<file path="src/rtl/dsm_pkg.sv">
// Shared constants and FSM encoding for the MASH divider chain.
package dsm_pkg;
  localparam int DIV_W   = 4;
  localparam int MIN_DIV = 3;
  localparam int MAX_DIV = 11;
  localparam int CNT_W   = 16;

  typedef enum logic {
    IDLE = 1'b0,
    RUN  = 1'b1
  } state_t;
endpackage

</file>
<file path="src/rtl/div_clamp.sv">
// Clamps the modulator ratio into [MIN_DIV, MAX_DIV] and flags out-of-range input.
module div_clamp
  import dsm_pkg::*;
#(
  parameter int P_DIV_W   = DIV_W,
  parameter int P_MIN_DIV = MIN_DIV,
  parameter int P_MAX_DIV = MAX_DIV
) (
  input  logic [P_DIV_W-1:0] div_in,
  output logic [P_DIV_W-1:0] ratio,
  output logic               out_of_range
);
  localparam logic [P_DIV_W-1:0] MIN_V = P_DIV_W'(P_MIN_DIV);
  localparam logic [P_DIV_W-1:0] MAX_V = P_DIV_W'(P_MAX_DIV);

  always_comb begin
    ratio        = div_in;
    out_of_range = 1'b0;
    if (div_in < MIN_V) begin
      ratio        = MIN_V;
      out_of_range = 1'b1;
    end else if (div_in > MAX_V) begin
      ratio        = MAX_V;
      out_of_range = 1'b1;
    end
  end
endmodule

</file>
<file path="src/rtl/mmd_counter.sv">
// Programmable down-counter divider: one clamped ratio per output period,
// registered divided clock with high phase of ceil(N/2) cycles.
module mmd_counter
  import dsm_pkg::*;
#(
  parameter int P_DIV_W   = DIV_W,
  parameter int P_MIN_DIV = MIN_DIV,
  parameter int P_MAX_DIV = MAX_DIV,
  parameter int P_CNT_W   = CNT_W
) (
  input  logic               clk,
  input  logic               rst_n,
  input  logic               en,
  input  logic [P_DIV_W-1:0] div_in,
  input  logic               clr_err,
  output logic               div_clk,
  output logic               tc_pulse,
  output logic               div_take,
  output logic               busy,
  output logic               clamp_err,
  output logic [P_CNT_W-1:0] period_cnt
);
  // Handshake: div_in is consumed in any cycle where div_take is high; the
  // upstream ratio must be stable for that whole cycle. There is no back-pressure.

  state_t               state_q, state_d;
  logic [P_DIV_W-1:0]   cnt_q, cnt_d;
  logic [P_DIV_W-1:0]   ratio_q, ratio_d;
  logic                 div_clk_q, tc_q, clamp_q;
  logic [P_CNT_W-1:0]   period_q;
  logic [P_DIV_W-1:0]   n_clamped;
  logic                 n_oor;
  logic                 take;
  logic                 div_clk_d, tc_d;

  div_clamp #(
    .P_DIV_W  (P_DIV_W),
    .P_MIN_DIV(P_MIN_DIV),
    .P_MAX_DIV(P_MAX_DIV)
  ) u_clamp (
    .div_in      (div_in),
    .ratio       (n_clamped),
    .out_of_range(n_oor)
  );

  assign take = en && ((state_q == IDLE) || (cnt_q == '0));

  always_comb begin
    state_d = state_q;
    cnt_d   = cnt_q;
    ratio_d = ratio_q;
    case (state_q)
      IDLE: begin
        if (en) begin
          state_d = RUN;
          cnt_d   = n_clamped - P_DIV_W'(1);
          ratio_d = n_clamped;
        end
      end
      RUN: begin
        if (cnt_q != '0) begin
          cnt_d = cnt_q - P_DIV_W'(1);
        end else if (en) begin
          cnt_d   = n_clamped - P_DIV_W'(1);
          ratio_d = n_clamped;
        end else begin
          state_d = IDLE;
        end
      end
      default: state_d = IDLE;
    endcase
    // Outputs are computed from next-state so the registered versions line up
    // with the cycle they describe.
    tc_d      = (state_d == RUN) && (cnt_d == '0);
    div_clk_d = (state_d == RUN) && (cnt_d >= (ratio_d >> 1));
  end

  always_ff @(posedge clk or negedge rst_n) begin
    if (!rst_n) begin
      state_q   <= IDLE;
      cnt_q     <= '0;
      ratio_q   <= '0;
      div_clk_q <= 1'b0;
      tc_q      <= 1'b0;
      clamp_q   <= 1'b0;
      period_q  <= '0;
    end else begin
      state_q   <= state_d;
      cnt_q     <= cnt_d;
      ratio_q   <= ratio_d;
      div_clk_q <= div_clk_d;
      tc_q      <= tc_d;
      if (take && n_oor) clamp_q <= 1'b1;
      else if (clr_err)  clamp_q <= 1'b0;
      // tc_q is high exactly in the last cycle of a period, so this edge closes it.
      if (tc_q) period_q <= period_q + P_CNT_W'(1);
    end
  end

  assign div_clk    = div_clk_q;
  assign tc_pulse   = tc_q;
  assign div_take   = take;
  assign busy       = (state_q == RUN);
  assign clamp_err  = clamp_q;
  assign period_cnt = period_q;
endmodule

</file>
<file path="config.mk">
export PLATFORM = sky130hd
export DESIGN_NAME = mmd_counter
export DESIGN_NICKNAME = d
export VERILOG_FILES = /design/src/rtl/dsm_pkg.sv /design/src/rtl/div_clamp.sv /design/src/rtl/mmd_counter.sv
export SDC_FILE = /design/constraint.sdc
export NUM_CORES = 1
export LEC_CHECK = 0
export ABC_AREA = 1
export CAP_MARGIN = 10
export CORE_MARGIN = 2
export CORE_UTILIZATION = 35
export CTS_BUF_LIST = sky130_fd_sc_hd__clkbuf_4 sky130_fd_sc_hd__clkbuf_8
export DETAILED_ROUTE_END_ITERATION = 10
export SYNTH_ARGS = -nofsm -noshare
export SYNTH_HDL_FRONTEND = slang
export SYNTH_HIERARCHICAL = 1
export SYNTH_SLANG_ARGS = --single-unit
</file>
<file path="constraint.sdc">
create_clock -name clk -period 4.92 [get_ports clk]
set_clock_uncertainty 0.05 [all_clocks]
set_input_delay 0.984 -clock clk [delete_from_list [all_inputs] [get_ports clk]]
set_output_delay 0.984 -clock clk [all_outputs]
set_load 0.02 [all_outputs]
</file>
# Word-level counts from Yosys, hierarchy flattened
# Cells that the tools add are included.
word_totals:
  reg_bits: 28
  out_inout_bits: 21
  wordCells: 40
  inputBits: 8
classes:
  n_reduce_logical: 9
  n_eq_ne: 1
  magnitude_cmp: 3
  add_sub_neg: 3
  n_bitwise: 1
  mux: 15
ops:
  columns: ["operator", "n"]
  rows:
  - ["2-to-1 mux 4 bit", 6]
  - ["adder 16 x 1 -> 16 bit, second input constant", 1]
  - ["case mux 4 bit (2 select lines)", 2]
  - ["logical NOT 4 bit", 2]
  - ["subtractor 4 x 1 -> 4 bit, second input constant", 2]
  - ["2-to-1 mux 1 bit", 6]
  - ["greater-or-equal comparator 4 x 3 -> 1 bit", 1]
  - ["greater-than comparator 4 bit, second input constant", 1]
  - ["logical AND 1 bit", 4]
  - ["less-than comparator 4 x 2 -> 1 bit, second input constant", 1]
  - ["nonzero test 4 bit", 1]
  - ["!= test 2 bit, second input constant", 1]
  - ["case mux 1 bit (2 select lines)", 1]
  - ["nonzero test 2 bit", 1]
  - ["logical OR 1 bit", 1]
  - ["NOT 1 bit", 1]

# Depth between registers and ports, before layout
logic_depth:
  depth_word: 9
  mapped_depth: 13
  ltp_nobuf: 13

# Modules after synthesis
# The synthesis kept the hierarchy.
by_module_without_submodules:
  columns: ["module", "cells_each", "instances", "area_each_um2", "seq_area_each_um2"]
  rows:
  - ["mmd_counter", 167, 1, 1413.9, 675.6]
  - ["div_clamp", 12, 1, 52.6, 0.0]

# Worst setup path before layout
# Ideal clock, no wire load.
synth_timing:
  path_kind: "input to register"
  from: "input div_in[3]"
  to: "register div_clk_q (netlist: div_clk)"
  slack_ps: 2335
  arrival_time_ps: 2407
  setup_time_ps: 128
  required_ps: 4742
  cell_stages: 13
  n_path_buf: 0
  path_cell_list: "nor2_2 -> nand2_2 -> nand2_1 -> inv_1 -> ha_1 -> a21oi_1 -> nand2_1 -> o21ai_0 -> ha_1 -> o21ai_0 -> nand2_1 -> a21oi_1 -> a21boi_0"
synth_via:
  elab_chain_cells: 9
  elab_cells_between_ends: 13
  cone_classes: "1 x add/sub; 3 x order compare; 8 x mux; 1 x reduce/logical"
synth_rtl:
  columns: ["element", "line", "rtl"]
  rows:
  - ["from (decl)", "mmd_counter.sv:14", "input logic [P_DIV_W-1:0] div_in,"]
  - ["greater-than comparator 4 bit", "div_clamp.sv:22", "end else if (div_in > MAX_V) begin"]
  - ["2-to-1 mux 4 bit", "div_clamp.sv:22", null]
  - ["2-to-1 mux 4 bit (*)", "div_clamp.sv:19", "if (div_in < MIN_V) begin"]
  - ["net n_clamped[0]", "mmd_counter.sv:31", "logic [P_DIV_W-1:0] n_clamped;"]
  - ["subtractor 4 x 1 -> 4 bit (*)", "mmd_counter.sv:56, mmd_counter.sv:64", null]
  - ["2-to-1 mux 4 bit (*)", "mmd_counter.sv:54, mmd_counter.sv:63", null]
  - ["2-to-1 mux 4 bit", "mmd_counter.sv:61", "if (cnt_q != '0) begin"]
  - ["case mux 4 bit (2 select lines) (*)", "mmd_counter.sv:52", "case (state_q)"]
  - ["net cnt_d[1]", "mmd_counter.sv:27", "logic [P_DIV_W-1:0] cnt_q, cnt_d;"]
  - ["greater-or-equal comparator 4 x 3 -> 1 bit (*)", "mmd_counter.sv:75", "div_clk_d = (state_d == RUN) && (cnt_d >= (ratio_d >> 1));"]
  - ["logical AND 1 bit (*)", "mmd_counter.sv:75", null]
  - ["net div_clk_d", "mmd_counter.sv:34", "logic div_clk_d, tc_d;"]
  - ["to (signal assigned)", "mmd_counter.sv:91", "div_clk_q <= div_clk_d;"]
  - ["to (decl)", "mmd_counter.sv:29", "logic div_clk_q, tc_q, clamp_q;"]
# Mark *: on every way through the listed nets, which the timed path passes. The rest lies on a longest branch. The select of a mux whose other input is x is not followed.
# A chain may end at the register's enable or synchronous reset.

# Worst setup path after layout
layout_timing:
  from: "input en"
  to: "output div_take"
layout_via:
  elab_chain_cells: 1
layout_rtl:
  columns: ["element", "line", "rtl"]
  rows:
  - ["from (decl)", "mmd_counter.sv:13", "input logic en,"]
  - ["logical AND 1 bit", "mmd_counter.sv:46", "assign take = en && ((state_q == IDLE) || (cnt_q == '0));"]
  - ["to (decl)", "mmd_counter.sv:18", "output logic div_take,"]
# Every way passes these cells.

==> flow_summary.ini <==
[run_status]
status = finished clean

[layout]
multi_input_area_um2 = 681.9
regArea_um2 = 675.6
nFillCells = 412
post-route-util_pct = 46.21
antenna_cells = 0
design_area_um2 = 1862
drive_above_1_share_pct = 9.479
fin_cells = 261
nets = 226
syn_to_final_growth_pct = 26.96

[flow_run]
maxCapViolCount = 0

[setup_path]
cpLargestDelayFamily = buffers and inverters
cp_max_fo = 6
cpPeakStageDelay_ns = 0.64
worstPathRequired_ns = 3.89
crit_arrival_ns = 2.50
slowest_stage = clkdlybuf4s50_1
path_common_cell = clkdlybuf4s50_1
cp_cell_sequence = clkdlybuf4s50_1, inv_1, nor2_2, clkdlybuf4s50_1
crit_type = in2out
endpoint_kind = output port
startpoint_type = primary input
cp_num_buf_inv = 3

[sta]
rsz0062_at_grt = false
period_needed_ns = 3.531
maxSlewViolCount = 0
tns_ns = 0
fmax_mhz = 283.2
hold_violations = 0
fin_ws_ns = 1.389
holdWs_ns = 0.4509
setup_violations = 0
slew_headroom_pct = 67.27
tightest_slew_ns = 0.4894
min_period_over_period_pct = 71.76

[global_route]
gr-usage-met2_pct = 21.39
grt_max_degree = 18
grtUsageMet1_pct = 17.01
gr-usage-all-layers_pct = 13.16
grt_busiest_layer = met2
grt_util_met3_pct = 3.409
antenna_found_initial = 0
grt_pass1_wl_um = 4609
grt-ovfl-total = 0
grt_pass1_vias = 1045

[die]
core_area_um2 = 4029
start_util_pct = 36.40
dieWidth_um = 68.73
die_area_um2 = 4724
fp-row-count = 23
dieHeight_um = 68.73
ioPinCount = 29

[worst_hold_path]
min_path_type = reg2reg

[clocking]
clkTransAtPathRegs_ns = 0.10
cts.sinks = 27
cts_resized = 0
clock_insertion_delay_worst_skew_ns = 0.27
postCtsHoldBufs = 0
cts_max_level = 1
cts_buffers = 3
cts_root_buffer = clkbuf_8
post_cts_buffers = 0
cts_tree = done
cts_buffer_depth = 2

[synth]
synth_area_leaders = dfrtp_1 46%, nand2_1 11%, inv_1 7.2%
postSynthCellCount = 179
synth_commonest_cells = 42 x nand2_1, 28 x inv_1, 27 x dfrtp_1, 15 x nor2_1, 12 x nand3_1
syn_area_um2 = 1466
ys_async_sr_fraction_pct = 100.0
synth_top_cell_area_share_pct = 46.08
synth.distinct_cells = 23
syn_area_per_cell_um2 = 8.192
synth_edf_count = 0
yosysTopAreaCell = dfrtp_1
synth_warnings = 6
synth.most_common_cell = nand2_1
ys_seq_elements = 27
yosysSeqAreaShare_pct = 46.08
synthFlopType = dfrtp_1
synthesis.nets = 193

[placement]
dpl_worst_slack_ns = 1.394
placed_cells = 257
portBuffers = 28
dp_hpwl_um = 2142
placed_area_um2 = 1813
gp_congestion = 0.8178

[route]
drc = 0
drtIter0Drc = 49
ant_nets = 0
detail_route.wl_per_cell_um = 10.23
num_vias = 1175
via_per_inst = 4.502
wl_um = 2670
detail_route.first_pass.iterations = 4

[pwr]
p_total_mw = 0.8094
leakagePower_nw = 0.8953
irDropWorstVdd_mv = 0.2445
powerDensity_nw_per_um2 = 434.7
layer usage:
layer,up-vias,share of wire (%)
met5,-,0
met4,0,0.71
met3,2,4.6
met2,24,45
met1,522,50
li1,627,-
registers in the layout, summed over array words and instances (netlist names):
register and flops:
busy 1, clamp_err 1, cnt_q 4, div_clk 1
period_cnt 16, ratio_q 3, tc_pulse 1
area by class of cell:
cell class,instances,share of cell area [%]
Multi-Input combinational cell,123,36.63
Sequential cell,27,36.29
Timing Repair Buffer,29,15.46
Inverter,28,5.645
Tap cell,50,3.360
Clock buffer,3,2.218
Clock inverter,1,0.4032
final timing paths:
kind,from,endpoint,cells after the start,slack (ns)
max in group asynchronous,rst_n,cnt_q[0],2,3.23
min reg2reg,period_cnt[13],period_cnt[13],1,0.45
max,en,div_take,4,1.39
max reg2reg,cnt_q[0],div_clk,11,2.64
min,period_cnt[13],period_cnt[13],1,0.45
min in group asynchronous,rst_n,period_cnt[3],1,0.98
logic make-up after synthesis:
kind of cell,after synthesis,share of synthesized area (%)
AND/OR/NAND/NOR,90,28.07
buffers and inverters,29,7.423
flip-flops,27,46.08
AO/OA/AOI/OAI,16,6.740
XOR/XNOR,11,6.570
adder cells (fa/ha/maj),6,5.119
layout by cell type (no fill, tap or decap), types with 2 or more instances in the layout:
cell type	Yosys	final
nand2_1	42	42
nand3b_1	2	2
o21ai_0	6	6
clkdlybuf4s50_1	0	28
ha_1	6	6
xor2_1	5	5
nand3_1	12	12
a21oi_1	5	5
nor3_1	2	2
nand4_1	4	4
clkbuf_8	0	3
dfrtp_1	27	27
o21ai_2	2	2
inv_1	28	28
a21boi_0	2	2
nor2_1	15	15
nand2_2	3	3
or2_2	3	3
xnor2_1	6	6
nor2_2	4	4
power by group:
group / total, mW / switching [mW] / internal (mW)
sequential: 0.321 / 0.0434 / 0.277
combinational: 0.359 / 0.204 / 0.155
clock: 0.130 / 0.0722 / 0.0575
total: 0.809 / 0.319 / 0.490
(Power assumes the default switching activity.)
